==> src/rtl/pipeline_pkg.sv <==
// Shared definitions for the decode-stage pipeline controller.
// Latency: n/a (types, constants and a pure decode helper only).
// Backpressure: n/a.
package pipeline_pkg;

  // Interrupt service entry used when the top is not overridden
  localparam logic [7:0] VECTOR_ADDR_DEF = 8'hF0;

  // Opcode points that are not whole ranges (R-type is 0x00-0x0F, I-type 0x10-0x1F)
  localparam logic [5:0] OP_LW   = 6'h20;
  localparam logic [5:0] OP_RETI = 6'h3E;
  localparam logic [5:0] OP_NOP  = 6'h3F;

  // Operand source selects driven onto mux_sel_A / mux_sel_B
  localparam logic [1:0] SEL_RF = 2'b00;
  localparam logic [1:0] SEL_EX = 2'b01;
  localparam logic [1:0] SEL_DM = 2'b10;
  localparam logic [1:0] SEL_WB = 2'b11;

  typedef enum logic [1:0] {
    ST_IDLE   = 2'd0,
    ST_DRAIN  = 2'd1,
    ST_VECTOR = 2'd2
  } state_t;

  typedef enum logic [2:0] {
    CLS_R    = 3'd0,
    CLS_I    = 3'd1,
    CLS_LW   = 3'd2,
    CLS_RETI = 3'd3,
    CLS_NOP  = 3'd4
  } op_class_t;

  // One stage of the shadow pipe that mirrors EX, DM and WB
  typedef struct packed {
    logic       valid;
    logic [4:0] rd;
    logic       we;
    logic       is_load;
  } shadow_t;

  // Classify an opcode; every undefined opcode behaves as a NOP
  function automatic op_class_t op_class(input logic [5:0] op);
    op_class_t cls;
    if (op[5:4] == 2'b00)    cls = CLS_R;
    else if (op[5:4] == 2'b01) cls = CLS_I;
    else if (op == OP_LW)    cls = CLS_LW;
    else if (op == OP_RETI)  cls = CLS_RETI;
    else                     cls = CLS_NOP;
    return cls;
  endfunction

endpackage

==> src/rtl/pipeline_ctrl_fwd.sv <==
// Hazard compare of one decode source register against the EX/DM/WB shadow pipe.
// Latency: purely combinational.
// Backpressure: none; load_hit tells the controller to hold decode for one cycle.
module fwd_unit
  import pipeline_pkg::*;
(
  input  logic [4:0] src,
  input  logic       use_src,
  input  shadow_t    ex,
  input  shadow_t    dm,
  input  shadow_t    wb,
  output logic [1:0] sel,
  output logic       load_hit
);

  logic need;
  logic hit_ex;
  logic hit_dm;
  logic hit_wb;
  logic unused_load_bits;

  // r0 is hard-wired zero, so it is never a forwarding target
  assign need   = use_src && (src != 5'd0);
  assign hit_ex = need && ex.valid && ex.we && (ex.rd == src);
  assign hit_dm = need && dm.valid && dm.we && (dm.rd == src);
  assign hit_wb = need && wb.valid && wb.we && (wb.rd == src);

  // A load still in EX has no result yet; only that case needs a stall
  assign load_hit = hit_ex && ex.is_load;

  assign unused_load_bits = dm.is_load ^ wb.is_load;

  // Youngest producer wins
  always_comb begin
    sel = SEL_RF;
    if (hit_ex)      sel = SEL_EX;
    else if (hit_dm) sel = SEL_DM;
    else if (hit_wb) sel = SEL_WB;
  end

endmodule

==> src/rtl/pipeline_ctrl.sv <==
// Decode-stage controller: operand forwarding, load-use stall, interrupt entry and RETI.
// Latency: all control outputs combinational from state and ins; state advances each edge.
// Backpressure: stall holds PC/decode, bubble injects a NOP into EX; no upstream handshake.
module pipeline_ctrl
  import pipeline_pkg::*;
#(
  parameter logic [7:0] VECTOR_ADDR  = VECTOR_ADDR_DEF,
  parameter int         DRAIN_CYCLES = 3
) (
  input  logic        clk,
  input  logic        reset,
  input  logic [23:0] ins,
  input  logic        ins_valid,
  input  logic [7:0]  Current_Address,
  input  logic        interrupt,
  output logic [1:0]  mux_sel_A,
  output logic [1:0]  mux_sel_B,
  output logic        imm_sel,
  output logic        stall,
  output logic        bubble,
  output logic        pc_load,
  output logic [7:0]  pc_target,
  output logic        int_ack,
  output logic [7:0]  epc
);

  localparam logic [7:0] DRAIN_LAST = 8'(DRAIN_CYCLES - 1);

  // Decode fields
  logic [5:0] opcode;
  logic [4:0] rd;
  logic [4:0] rs;
  logic [4:0] rt;
  op_class_t  cls;
  logic       reads_rs;
  logic       reads_rt;
  logic       is_load;
  logic       unused_imm_low;

  assign opcode   = ins[23:18];
  assign rd       = ins[17:13];
  assign rs       = ins[12:8];
  assign rt       = ins[7:3];
  assign cls      = op_class(opcode);
  assign reads_rs = (cls == CLS_R) || (cls == CLS_I) || (cls == CLS_LW);
  assign reads_rt = (cls == CLS_R);
  assign is_load  = (cls == CLS_LW);
  // imm8 low bits feed the datapath only; the controller never looks at them
  assign unused_imm_low = ^ins[2:0];

  // State
  state_t     state;
  state_t     state_nxt;
  logic [7:0] drain_cnt;
  logic [7:0] drain_cnt_nxt;
  logic       in_isr;
  logic       in_isr_nxt;
  logic [7:0] epc_nxt;
  // Low from reset until the first edge afterwards; keeps every output quiet in that window
  logic       run;
  shadow_t    ex_ent;
  shadow_t    dm_ent;
  shadow_t    wb_ent;

  logic [1:0] sel_a;
  logic [1:0] sel_b;
  logic       load_hit_a;
  logic       load_hit_b;
  logic       issue;

  fwd_unit u_fwd_a (
    .src      (rs),
    .use_src  (reads_rs),
    .ex       (ex_ent),
    .dm       (dm_ent),
    .wb       (wb_ent),
    .sel      (sel_a),
    .load_hit (load_hit_a)
  );

  fwd_unit u_fwd_b (
    .src      (rt),
    .use_src  (reads_rt),
    .ex       (ex_ent),
    .dm       (dm_ent),
    .wb       (wb_ent),
    .sel      (sel_b),
    .load_hit (load_hit_b)
  );

  // I-type and LW never read rt, so mux_sel_B is already 00 whenever imm_sel is set
  assign mux_sel_A = run ? sel_a : SEL_RF;
  assign mux_sel_B = run ? sel_b : SEL_RF;
  assign imm_sel   = run && ((cls == CLS_I) || (cls == CLS_LW));

  assign issue = run && ins_valid && !stall && !bubble;

  // Interrupt FSM, RETI and load-use: next state and control outputs
  always_comb begin
    state_nxt     = state;
    drain_cnt_nxt = drain_cnt;
    in_isr_nxt    = in_isr;
    epc_nxt       = epc;
    stall         = 1'b0;
    bubble        = 1'b0;
    pc_load       = 1'b0;
    pc_target     = 8'h00;
    int_ack       = 1'b0;
    if (run) begin
      case (state)
        ST_IDLE: begin
          // Interrupt takes priority over a simultaneous load-use hazard
          if (interrupt && !in_isr) begin
            state_nxt     = ST_DRAIN;
            drain_cnt_nxt = 8'd0;
            epc_nxt       = Current_Address;
            stall         = 1'b1;
            bubble        = 1'b1;
          end else if (ins_valid && (cls == CLS_RETI) && in_isr) begin
            pc_load    = 1'b1;
            pc_target  = epc;
            bubble     = 1'b1;
            in_isr_nxt = 1'b0;
          end else if (ins_valid && (load_hit_a || load_hit_b)) begin
            stall  = 1'b1;
            bubble = 1'b1;
          end
        end
        ST_DRAIN: begin
          stall  = 1'b1;
          bubble = 1'b1;
          if (drain_cnt == DRAIN_LAST) begin
            state_nxt = ST_VECTOR;
          end else begin
            drain_cnt_nxt = drain_cnt + 8'd1;
          end
        end
        ST_VECTOR: begin
          stall         = 1'b1;
          bubble        = 1'b1;
          pc_load       = 1'b1;
          pc_target     = VECTOR_ADDR;
          int_ack       = 1'b1;
          in_isr_nxt    = 1'b1;
          drain_cnt_nxt = 8'd0;
          state_nxt     = ST_IDLE;
        end
        default: state_nxt = ST_IDLE;
      endcase
    end
  end

  // Control state registers
  always_ff @(posedge clk or negedge reset) begin
    if (!reset) begin
      state     <= ST_IDLE;
      drain_cnt <= 8'd0;
      in_isr    <= 1'b0;
      epc       <= 8'h00;
      run       <= 1'b0;
    end else begin
      state     <= state_nxt;
      drain_cnt <= drain_cnt_nxt;
      in_isr    <= in_isr_nxt;
      epc       <= epc_nxt;
      run       <= 1'b1;
    end
  end

  // Shadow pipe: EX takes the issued instruction or a bubble, then shifts to DM and WB
  always_ff @(posedge clk or negedge reset) begin
    if (!reset) begin
      ex_ent <= '0;
      dm_ent <= '0;
      wb_ent <= '0;
    end else begin
      if (issue) begin
        ex_ent.valid   <= 1'b1;
        ex_ent.rd      <= rd;
        ex_ent.we      <= reads_rs && (rd != 5'd0);
        ex_ent.is_load <= is_load;
      end else begin
        ex_ent <= '0;
      end
      dm_ent <= ex_ent;
      wb_ent <= dm_ent;
    end
  end

endmodule

==> config.mk <==
export PLATFORM = sky130hd
export DESIGN_NAME = pipeline_ctrl
export DESIGN_NICKNAME = d
export VERILOG_FILES = /design/src/rtl/pipeline_pkg.sv /design/src/rtl/pipeline_ctrl_fwd.sv /design/src/rtl/pipeline_ctrl.sv
export SDC_FILE = /design/constraint.sdc
export NUM_CORES = 1
export LEC_CHECK = 0
export CAP_MARGIN = 10
export CORE_MARGIN = 10
export CORE_UTILIZATION = 36
export DETAILED_ROUTE_END_ITERATION = 6
export GPL_ROUTABILITY_DRIVEN = 0
export PLACE_DENSITY = 0.62
export SLEW_MARGIN = 15
export SYNTH_ARGS = -nofsm -noshare
export SYNTH_HDL_FRONTEND = slang
export SYNTH_SLANG_ARGS = --single-unit
==> constraint.sdc <==
create_clock -name clk -period 2.9 [get_ports clk]
set_input_delay 0.58 -clock clk [delete_from_list [all_inputs] [get_ports clk]]
set_output_delay 0.58 -clock clk [all_outputs]
set_load 0.01 [all_outputs]
---- Word-level counts from Yosys, hierarchy flattened ----
Cells that the tools add are included.
operators by class
  $add $sub $neg .......................... 1
  muxes and demuxes ....................... 41
  shifts and indexed selects .............. 0
  reduce and logical (&&, ||, !) cells .... 51
  equality and inequality tests ........... 20
  divide/modulo/power cells ............... 0
  bitwise logic cells ..................... 0
  multiply operators ...................... 0
  $lt $le $gt $ge ......................... 0
operators by type and width
  kind                 count
  $mux 8               6
  $logic_and 1x1->1    31
  $eq 5x5->1           6
  $pmux 8 s3           1
  $mux 2               10
  $pmux 8 s2           1
  $reduce_bool 5->1    3
  $mux 1               14
  $eq 6x6->1 const B   2
  $mux 3               4
  $ne 2x2->1 const B   5
  $add 8x1->8 const B  1
  $eq 8x2->1 const B   1
  $pmux 1 s2           4
  $reduce_and 4->1     2
  $eq 3x2->1 const B   2
  $reduce_and 3->1     2
  $eq 2x1->1 const B   2
  $logic_not 2->1      2
  $logic_or 1x1->1     4
  $pmux 2 s2           1
  $eq 3x1->1 const B   1
  $logic_not 1->1      3
  $logic_not 3->1      1
  other kinds (4)      4
word-level totals
  memory bits (writable) .................. 0
  output and inout bits ................... 25
  bits in registers ....................... 42
  latch bits .............................. 0
  memories kept ........................... 0
  ROM bits ................................ 0

---- Longest topological paths before layout ----
  word-level depth ........................ 24
  gate-level depth with buffers ........... 8
  depth with buffers taken out ............ 7

---- Hierarchy ----
A second synthesis with hierarchy kept.
second synthesis, totals
  cell total of the unflattened synthesis .. 227
  area total of the unflattened synthesis .. 2392.3 µm²
modules (own cells, without submodules)
  module         instances  area an instance (µm²)  seq. area each (µm²)  cells an instance
  pipeline_ctrl  1          1936.9                  1101.1                167
  fwd_unit       2          227.7                   0.0                   30

---- Worst setup path before layout ----
No wires, ideal clock.
  path type ............................... in2out
  from .................................... input port ins[22]
  to ...................................... output port bubble
  arrival time ............................ 1.914 ns
  slack ................................... 0.406 ns
  path buffers ............................ 0
  data required time ...................... 2.320 ns
  cell stages on the path ................. 5
  path through ............................ or4_1 o21ai_1 o21ai_2 o21ai_4 a41o_1
between the ends
  word-level cells in the longest chain between the ends .. 20
  elaborated cells between the ends (all ways) .. 33
  those cells by class .................... eq/ne (6); mux (9); reduce/logical (18)
ends and longest elaborated chain
  what                                                  RTL line                                  text
  start: declaration                                    pipeline_ctrl.sv:12                       input logic [23:0] ins,
  $eq 6x6->1                                            pipeline_pkg.sv:48                        else if (op == OP_RETI) cls = CLS_RETI;
  $mux 3                                                pipeline_pkg.sv:48
  $mux 3                                                pipeline_pkg.sv:47                        else if (op == OP_LW) cls = CLS_LW;
  $mux 3                                                pipeline_pkg.sv:46                        else if (op[5:4] == 2'b01) cls = CLS_I;
  $mux 3 *                                              pipeline_pkg.sv:45                        if (op[5:4] == 2'b00) cls = CLS_R;
  $eq 3x1->1 / $logic_not 3->1 (equally long branches)  pipeline_ctrl.sv:45, pipeline_ctrl.sv:46
  $logic_or 1x1->1 (2 in series)                        pipeline_ctrl.sv:45                       assign reads_rs = (cls == CLS_R) || (cls == CLS_I) || (cls == CLS_LW);
  $logic_and 1x1->1                                     pipeline_ctrl_fwd.sv:23                   assign need = use_src && (src != 5'd0);
  $logic_and 1x1->1 (3 in series)                       pipeline_ctrl_fwd.sv:24                   assign hit_ex = need && ex.valid && ex.we && (ex.rd == src);
  $logic_and 1x1->1                                     pipeline_ctrl_fwd.sv:29                   assign load_hit = hit_ex && ex.is_load;
  $logic_or 1x1->1                                      pipeline_ctrl.sv:124                      end else if (ins_valid && (load_hit_a || load_hit_b)) begin
  $logic_and 1x1->1                                     pipeline_ctrl.sv:124
  $mux 1                                                pipeline_ctrl.sv:124
  $mux 1 *                                              pipeline_ctrl.sv:119                      end else if (ins_valid && (cls == CLS_RETI) && in_isr) begin
  $mux 1 *                                              pipeline_ctrl.sv:113                      if (interrupt && !in_isr) begin
  $pmux 1 s2 *                                          pipeline_ctrl.sv:110                      case (state)
  $mux 1 *                                              pipeline_ctrl.sv:109                      if (run) begin
  end: declaration                                      pipeline_ctrl.sv:20                       output logic bubble,
Every way passes the cells marked *; elsewhere a longest branch is shown, timed or not.

---- Worst setup path after layout ----
Same ends and word-level chain as after synthesis.

==> results.sh <==
export IMPL_status="finished, violations left"
export IMPL_violations="negative setup slack"
export IMPL_clock_path_buffers=2
export IMPL_ant_nets=0
export IMPL_timing_final_crit_period_ns=2.92
export IMPL_n_antenna_cell=0
export IMPL_final_nets=365
export IMPL_start_kind="primary input"
export IMPL_r2r_cells=7
export IMPL_hold_end="wb_ent[1]"
export IMPL_ys_warnings_count=0
export IMPL_wl_per_cell_um=15.8
export IMPL_hold_depth=0
export IMPL_drc=0
export IMPL_fin_crit_sh_pct=101
export IMPL_num_vias=2062
export IMPL_viasPerCell=5.14
export IMPL_cts_root_buf="clkbuf_8"
export IMPL_numClockSinks=42
export IMPL_ys_seq_elements=42
export IMPL_crit_required_ns=2.32
export IMPL_synth_async_reset_ratio_pct=100
export IMPL_layout_drive_gt1_share_pct=25.0
export IMPL_drv_slew=0
export IMPL_r2r_slack_ns=0.76
export IMPL_grt_setup_unrepaired="true"
export IMPL_r2r_start="state[0]"
export IMPL_layout_commonest_cell="dfrtp_1"
export IMPL_finalSetupViolCount=1
export IMPL_worst_slack_ns=-0.0207
export IMPL_layout_cells_non_filler=401
export IMPL_clock_skew_ns=0.00698
export IMPL_firstDrtPassIters=4
export IMPL_final_cell_mix="dfrtp_1, clkdlybuf4s50_1, buf_4"
export IMPL_final_hold_viol_count=0
export IMPL_pin_count=61
export IMPL_min_path_type="flip-flop to flip-flop"
export IMPL_irDropWorstVdd_v=0.000463
export IMPL_grt_pass1_wl_um=10200
export IMPL_insertion_delay_ns=0.29
export IMPL_worst_r2r_endpoint="ex_ent[5]"
export IMPL_max_slew_margin_rel_pct=37.9
export IMPL_drt_wl_total_um=6320
export IMPL_n_fill_cell=586
export IMPL_ys_seq_area_share_pct=44.6
export IMPL_leakage_nw=1.50
export IMPL_syn_num_nets=273
export IMPL_worstMarginPinSlew_ns=0.931
export IMPL_worstSetupPathType="primary input to primary output"
export IMPL_netlist_instances=231
export IMPL_slowest_stage="or4_4"
export IMPL_synth_edff_count=0
export IMPL_syn2layout_area_growth_pct=42.1
export IMPL_cp_max_fo=3
export IMPL_finalPower_w=0.00199
export IMPL_crit_arrival_ns=2.34
export IMPL_powerDensity_mw_per_mm2=595
export IMPL_antenna_found_initial=0
export IMPL_syn_avg_cell_area_um2=10.2
export IMPL_clkTransAtPathRegs_ns=0.09
export IMPL_cpLargestDelayFamily="compound AO/OA/AOI/OAI gates"
export IMPL_hold_start="dm_ent[1]"
export IMPL_grt_overflow_total=0
export IMPL_core_area_mm2=0.00635
export IMPL_cts_buffers=5
export IMPL_cp_cell_sequence="clkdlybuf4s50_1 -> or4_4 -> o21ai_4 -> o21ai_2 -> o21ai_4 -> a41o_1 -> buf_2"
export IMPL_first_global_vias=2152
export IMPL_synth_main_ff_cell="dfrtp_1"
export IMPL_drtIter0Drc=66
export IMPL_row_count=29
export IMPL_max_freq_mhz=342
export IMPL_place_hpwl_um=4930
export IMPL_start_util_pct=37.1
export IMPL_tritoncts="yes"
export IMPL_die_w_um=101
export IMPL_syn_area_mm2=0.00236
export IMPL_grt_max_degree=43
export IMPL_grt_use_total_pct=12.3
export IMPL_placed_cells=388
export IMPL_io_buffers=57
export IMPL_worst_path_most_repeated_cell="o21ai_4"
export IMPL_cap_violations=0
export IMPL_die_y_um=101
export IMPL_path_buf_inv=2
export IMPL_cts_htree_levels=2
export IMPL_dieArea_mm2=0.0102
export IMPL_ys_types=47
export IMPL_cp_depth=7
export IMPL_critPathMaxStageDelay_ns=0.56
export IMPL_worstSetupEndpointType="primary output"
==> how the worst max path moves through the flow <==
| stage | from | endpoint | slack (ns) |
|---|---|---|---|
| 2_1_floorplan | ins[22] | bubble | 0.41 |
| 3_3_place_gp | ins[22] | bubble | -0.54 |
| 3_5_place_dp | ins[22] | bubble | -0.58 |
| 4_1_cts | ins[22] | bubble | -0.16 |
| 5_1_grt | ins[22] | bubble | -0.05 |
| 6_report | ins[22] | bubble | -0.02 |
==> per-stage QoR <==
step	hold slack [ns]	setup TNS [ns]	cell area, um^2	worst slack (ns)	util [%]
global placement	0.355	-4.89	3210	-0.536	50.5
CTS	0.378	-0.162	3320	-0.156	52.3
finish	0.378	-0.0207	3350	-0.0207	52.8
floorplan	0.284	0	2360	0.406	-
global route	0.399	-0.0871	3350	-0.0549	52.8
detailed placement	0.358	-4.68	3210	-0.580	50.5
==> layer usage <==
metal / track usage (%) / up-vias / routed length [um]
li1: - / 1017 / -
met1: 14.2 / 980 / 2760
met2: 20.9 / 57 / 3030
met3: 4.80 / 8 / 472
met4: 2.47 / 0 / 62
met5: 0 / - / 0
==> cells in the mapped netlist, types with 6 or more instances <==
library cell,count,area share (%)
nand3_1,9,1.9
mux2_2,9,4.3
a21oi_1,7,1.5
nand2_1,18,2.9
inv_1,8,1.3
and2_1,7,1.9
dfrtp_1,42,45
nor2_1,8,1.3
nand4_1,8,2.1
xor2_1,12,4.5
ha_1,6,3.2
o21ai_0,10,2.1
xnor2_1,18,6.7
==> flip-flops by register name (all words and copies together) (netlist names) <==
signal / flops
run: 1
epc: 8
ex_ent: 8
wb_ent: 7
state: 2
dm_ent: 7
in_isr: 1
drain_cnt: 8
==> where the power goes <==
part | internal, W | switching (W)
clock network | 0.000174 | 0.000215
registers | 0.000716 | 0.000115
logic | 0.000403 | 0.000369
==> area by class of cell <==
type	instances	area (um^2)	area share [%]
Inverter	8	30.0	0.896
Multi-Input combinational cell	177	1320	39.2
Timing Repair Buffer	89	764	22.8
Tap cell	77	96.3	2.88
Clock inverter	3	25.0	0.747
Sequential cell	42	1050	31.4
Clock buffer	5	68.8	2.05
==> cells by family (layout without fill, tap and decap cells) <==
kind of cell | Yosys count | in the layout | synth area share (%)
AND/OR/NAND/NOR | 78 | 78 | 18.0
AO/OA/AOI/OAI | 52 | 52 | 16.2
flip-flops | 42 | 42 | 44.6
XOR/XNOR | 30 | 30 | 11.1
buffers and inverters | 12 | 105 | 1.91
multiplexers | 10 | 10 | 4.72
adder cells (fa/ha/maj) | 6 | 6 | 3.18
other | 1 | 1 | 0.159
==> timing repair <==
action                                  4_1_cts  5_1_grt
cloned                                        0        0
endpoints found under the setup margin       16       15
hold buffers                                  0        0
pin swaps                                     5        7
setup buffers                                 3        2
resized for setup                            44       22
(Power assumes the default switching activity.)
